## config.mk

```make
export PLATFORM = sky130hd
export DESIGN_NAME = uart_response_tx
export DESIGN_NICKNAME = d
export VERILOG_FILES = /design/src/rtl/uart_pkg.sv /design/src/rtl/uart_baud_tick.sv /design/src/rtl/uart_response_tx.sv
export SDC_FILE = /design/constraint.sdc
export NUM_CORES = 1
export LEC_CHECK = 0
export BUFFER_PORTS_ARGS = -buffer_cell sky130_fd_sc_hd__buf_2
export CELL_PAD_IN_SITES_DETAIL_PLACEMENT = 0
export CELL_PAD_IN_SITES_GLOBAL_PLACEMENT = 1
export CORE_MARGIN = 8
export CORE_UTILIZATION = 41
export CTS_BUF_LIST = sky130_fd_sc_hd__clkbuf_8
export CTS_CLUSTER_DIAMETER = 50
export DETAILED_ROUTE_END_ITERATION = 7
export GPL_ROUTABILITY_DRIVEN = 0
export PLACE_DENSITY = 0.83
export SYNTH_ARGS = -nofsm -noshare
export SYNTH_HDL_FRONTEND = slang
export SYNTH_SLANG_ARGS = --single-unit
```

## constraint.sdc

```tcl
create_clock -name clock -period 2.2 [get_ports clock]
set_clock_uncertainty 0.2 [all_clocks]
set_input_delay 0.44 -clock clock [delete_from_list [all_inputs] [get_ports clock]]
set_output_delay 0.44 -clock clock [all_outputs]
set_load 0.02 [all_outputs]
```

## src/rtl/uart_pkg.sv

```systemverilog
// Shared definitions for the UART response transmitter and the sensor-connection block:
// FSM state encoding and the response code constants exchanged between them.
package uart_pkg;

    localparam logic [1:0] IDLE  = 2'd0;
    localparam logic [1:0] START = 2'd1;
    localparam logic [1:0] DATA  = 2'd2;
    localparam logic [1:0] STOP  = 2'd3;

    typedef enum logic [1:0] {
        S_IDLE  = IDLE,
        S_START = START,
        S_DATA  = DATA,
        S_STOP  = STOP
    } tx_state_t;

    // Response codes produced by the sensor-connection block.
    localparam logic [7:0] RESP_CODE_07 = 8'h07;
    localparam logic [7:0] RESP_CODE_08 = 8'h08;
    localparam logic [7:0] RESP_CODE_09 = 8'h09;
    localparam logic [7:0] RESP_CODE_0A = 8'h0A;
    localparam logic [7:0] RESP_CODE_0B = 8'h0B;
    localparam logic [7:0] RESP_CODE_0D = 8'h0D;
    localparam logic [7:0] RESP_CODE_0E = 8'h0E;
    localparam logic [7:0] RESP_CODE_1F = 8'h1F;
    localparam logic [7:0] RESP_CODE_45 = 8'h45;
    localparam logic [7:0] RESP_CODE_AA = 8'hAA;
    localparam logic [7:0] RESP_CODE_AB = 8'hAB;
    localparam logic [7:0] RESP_CODE_FF = 8'hFF;

endpackage

```

## src/rtl/uart_baud_tick.sv

```systemverilog
// Bit-period timer: emits a one-cycle tick on the last clock of every CLKS_PER_BIT window.
module uart_baud_tick #(
    parameter int CLKS_PER_BIT = 5208
) (
    input  logic clock,
    input  logic reset,
    input  logic clear,
    output logic tick
);

    localparam int CNT_W = (CLKS_PER_BIT > 1) ? $clog2(CLKS_PER_BIT) : 1;
    localparam logic [CNT_W-1:0] LAST = CNT_W'(CLKS_PER_BIT - 1);

    logic [CNT_W-1:0] count;

    // clear restarts the window so a freshly triggered start bit gets its full length.
    always_ff @(posedge clock) begin
        if (reset || clear) begin
            count <= '0;
        end else if (count == LAST) begin
            count <= '0;
        end else begin
            count <= count + 1'b1;
        end
    end

    assign tick = (count == LAST);

endmodule

```

## src/rtl/uart_response_tx.sv

```systemverilog
// Sends the (command, value) response pair as two back-to-back 8N1 frames, command first,
// on each rising edge of send; reports busy, a done pulse, and an overrun pulse.
module uart_response_tx
    import uart_pkg::*;
#(
    parameter int CLK_FREQ = 50000000,
    parameter int BAUD     = 9600
) (
    input  logic       clock,
    input  logic       reset,
    input  logic       send,
    input  logic [7:0] response_command,
    input  logic [7:0] response_value,
    output logic       tx,
    output logic       busy,
    output logic       done,
    output logic       overrun
);

    localparam int CLKS_PER_BIT = CLK_FREQ / BAUD;

    tx_state_t  state;
    logic       send_d;
    logic       send_edge;
    logic       baud_clear;
    logic       bit_tick;
    logic [2:0] bit_idx;
    logic [2:0] next_bit;
    logic       byte_idx;
    logic [7:0] cmd_r;
    logic [7:0] val_r;
    logic [7:0] cur_byte;

    // send is a level/strobe with no ready: only its rising edge requests a transfer, and an
    // edge seen while busy is dropped and flagged on overrun rather than queued.
    assign send_edge  = send & ~send_d;
    assign baud_clear = (state == S_IDLE) && send_edge;
    assign cur_byte   = byte_idx ? val_r : cmd_r;
    assign next_bit   = bit_idx + 3'd1;

    uart_baud_tick #(
        .CLKS_PER_BIT(CLKS_PER_BIT)
    ) u_baud_tick (
        .clock(clock),
        .reset(reset),
        .clear(baud_clear),
        .tick (bit_tick)
    );

    always_ff @(posedge clock) begin
        if (reset) begin
            state    <= S_IDLE;
            tx       <= 1'b1;
            busy     <= 1'b0;
            done     <= 1'b0;
            overrun  <= 1'b0;
            bit_idx  <= 3'd0;
            byte_idx <= 1'b0;
            send_d   <= 1'b1;
            cmd_r    <= 8'h00;
            val_r    <= 8'h00;
        end else begin
            send_d  <= send;
            done    <= 1'b0;
            overrun <= send_edge && (state != S_IDLE);
            case (state)
                S_IDLE: begin
                    tx   <= 1'b1;
                    busy <= 1'b0;
                    if (send_edge) begin
                        cmd_r    <= response_command;
                        val_r    <= response_value;
                        byte_idx <= 1'b0;
                        state    <= S_START;
                        busy     <= 1'b1;
                        tx       <= 1'b0;
                    end
                end
                S_START: begin
                    if (bit_tick) begin
                        state   <= S_DATA;
                        bit_idx <= 3'd0;
                        tx      <= cur_byte[0];
                    end
                end
                S_DATA: begin
                    if (bit_tick) begin
                        if (bit_idx == 3'd7) begin
                            state <= S_STOP;
                            tx    <= 1'b1;
                        end else begin
                            bit_idx <= next_bit;
                            tx      <= cur_byte[next_bit];
                        end
                    end
                end
                S_STOP: begin
                    if (bit_tick) begin
                        if (!byte_idx) begin
                            // Second frame follows immediately; no idle gap on the line.
                            byte_idx <= 1'b1;
                            state    <= S_START;
                            tx       <= 1'b0;
                        end else begin
                            state <= S_IDLE;
                            busy  <= 1'b0;
                            done  <= 1'b1;
                        end
                    end
                end
                default: begin
                    state <= S_IDLE;
                    tx    <= 1'b1;
                    busy  <= 1'b0;
                end
            endcase
        end
    end

endmodule
```

==> impl_metrics.py <==
metrics = {
    "critical_path": {
        "regToRegSetupSlack_ns": 0.11,
        "critPathArrivalTime_ns": 2.05,
        "r2r.worst_path.cells": 7,
        "crit_type": "reg2reg",
        "critPathMaxStageDelay_ns": 0.41,
        "path_cells": "inv_1, ha_1, or2_2, a222oi_1, buf_4, mux2i_1, nor2_1",
        "r2r-end": "state[1]",
        "crit_slowest_cell": "a222oi_1",
        "end_kind": "flip-flop",
        "reg2reg_from": "state[1]",
        "required_ns": 2.16,
        "cp_max_fo": 5,
        "cp-startpoint": "state[1]",
        "cp-start-kind": "flip-flop",
    },
    "timing": {
        "slew_viol_final": 0,
        "finalCritPeriodShare_pct": 95.2,
        "rsz0062_at_grt": "no",
        "fmax_mhz": 478,
        "relSlewSlack_pct": 70.0,
        "worstMarginPinSlew_ns": 0.450,
        "timing.final.crit_period_ns": 2.09,
        "hold_violations": 0,
        "hold_slack_ns": 0.163,
        "setup_viol": 0,
    },
    "min_path": {
        "whs_path_depth": 2,
        "hold_end": "send_d",
        "hold_class": "in2reg",
        "hp-start": "send",
    },
    "global_route": {
        "grt_max_degree": 19,
        "overflow": 0,
        "grt_antenna_before_repair": 0,
        "grt_pass1_vias": 1578,
        "grt_pass1_wl_um": 6690,
        "grt_use_total_pct": 11.4,
    },
    "route": {
        "via_per_inst": 5.16,
        "vias": 1508,
        "drc": 0,
        "wire_per_inst_um": 13.1,
        "firstDrtPassIters": 4,
        "drtIter0Drc": 56,
        "ant_nets": 0,
        "routed_wl_um": 3830,
    },
    "floorplanning": {
        "coreArea_mm2": 0.00438,
        "die_y_um": 83.6,
        "die_w_um": 83.6,
        "initial_core_util_pct": 42.7,
        "dieArea_mm2": 0.00698,
        "num_rows": 24,
        "io_pins": 23,
    },
    "power_and_ir_drop": {
        "p_leak_nw": 0.827,
        "ir_drop_v": 0.000346,
        "power.density_mw_per_mm2": 760,
        "p_total_w": 0.00163,
    },
    "synth": {
        "synth_edf_count": 0,
        "yosysWarnings": 0,
        "avgSynthCellArea_um2": 8.79,
        "synth_nets": 240,
        "netlist_area_mm2": 0.00187,
        "netlist_instances": 213,
        "yosys_most_used_dff": "dfxtp_1",
        "ys_seq_area_share_pct": 42.8,
        "synth_top_family_by_area": "simple AND/OR/NAND/NOR gates",
        "synth_xor_area_share_pct": 4.21,
        "ys_ff_latch": 40,
        "synth_cell_types": 42,
        "synth_adder_area_share_pct": 5.35,
        "synth-simple-area-share_pct": 25.9,
        "muxShareOfSynthArea_pct": 7.42,
        "synth_compound_area_share_pct": 11.4,
        "async_flop_share_pct": 0,
    },
    "layout": {
        "final_common_cell": "nand2_1",
        "fillers": 446,
        "syn_to_final_growth_pct": 14.5,
        "stdcell_count": 292,
        "mostFrequentLayoutCells": "42 x nand2_1, 39 x dfxtp_1, 26 x a21oi_1",
        "drive_gt1_share_pct": 19.6,
        "final_cell_area_mm2": 0.00214,
        "diodes": 0,
        "nets": 267,
    },
    "outcome": {
        "status": "finished, final reports clean",
    },
    "clocking": {
        "root_buffer": "clkbuf_8",
        "cts_tree": "yes",
        "clk_pin_slew_ns": 0.07,
        "cts_inserted_buffers": 5,
        "clockBufferDepth": 2,
        "insertion_delay_ns": 0.29,
        "h-tree-depth": 2,
        "cts_sinks": 40,
    },
    "flow_run": {
        "maxCapViolations": 0,
    },
    "placement": {
        "io_buffers": 22,
        "placed_cell_area_mm2": 0.00206,
        "place_hpwl_um": 2850,
        "dp_cells": 284,
    },
}
[per-layer routing]
layer	share of wire (%)	GRT usage, %	up-vias
met5	0	0	-
met4	2.6	6.75	0
met3	3.7	2.64	9
met2	46	19.3	26
met1	48	12.6	679
li1	-	-	794
[Yosys cell counts, types with 5 or more instances]
library cell   n  area [um^2]
a21oi_1       26          130
clkbuf_1       7         26.3
dfxtp_1       40          801
ha_1           8          100
inv_1          5         18.8
mux2i_1        6         60.1
nand2_1       42          158
nand4_1        6         37.5
nor2_1        19         71.3
xor2_1         6         52.6
[area by class of cell]
type | count | area, um^2 | share of cell area, %
Timing Repair Buffer | 29 | 163 | 7.59
Clock inverter | 2 | 8.76 | 0.409
Tap cell | 52 | 65.1 | 3.04
Multi-Input combinational cell | 159 | 1020 | 47.5
Sequential cell | 40 | 802 | 37.4
Clock buffer | 5 | 68.8 | 3.21
Inverter | 5 | 18.8 | 0.876
[stage by stage]
stage,utilization (%),setup slack [ns],setup TNS (ns)
floorplan,-,0.215,0
global placement,46.9,0.126,0
detailed placement,46.9,-0.0708,-0.0708
CTS,48.9,0.160,0
global route,48.9,0.00231,0
finish,48.9,0.107,0
[critical path, delay by kind of cell (launching register included)]
family / cells / cell delay [ns]
fa+ha+maj: 1 / 0.21
compound gates: 1 / 0.41
buf+inv: 2 / 0.29
mux: 1 / 0.17
flops: 1 / 0.36
simple gates: 2 / 0.34
[timing repair]
action / CTS / global route
setup buffers: 1 / 0
pin swaps: 1 / 1
hold buffers: 0 / 0
gates resized for setup: 0 / 1
hold endpoints to repair: 0 / 0
setup endpoints to repair: 1 / 2
[state kept, by name, summed over array words and instances, names as in the netlist, 2 cells and up]
register / flops
bit_idx: 3
cmd_r: 8
state: 2
u_baud_tick.count: 13
val_r: 8
[report_power, final]
part / switching, W / internal [W] / total (W)
Sequential: 0.0000302 / 0.000773 / 0.000803
Combinational: 0.000215 / 0.000168 / 0.000384
Clock: 0.000232 / 0.000211 / 0.000443
Total: 0.000478 / 0.00115 / 0.00163
[how the worst max path moves through the flow]
| stage | end | cells past startpoint | slack, ns |
|---|---|---|---|
| after floorplan | state[0] | 6 | 0.21 |
| final | state[1] | 7 | 0.11 |
| after global placement | state[0] | 6 | 0.13 |
| after global routing | state[1] | 7 | 0.002 |
| after detailed placement | state[0] | 6 | -0.07 |
| after CTS | state[1] | 7 | 0.16 |
[cell families after synthesis]
family,count (synthesis)
DFF,40
buffers and inverters,14
xor gates and xnor gates,9
muxes,10
and+or+nand+nor,94
adders and majority gates,8
AOI/OAI and AO/OA,38
Power figures use the tool's default switching activity.
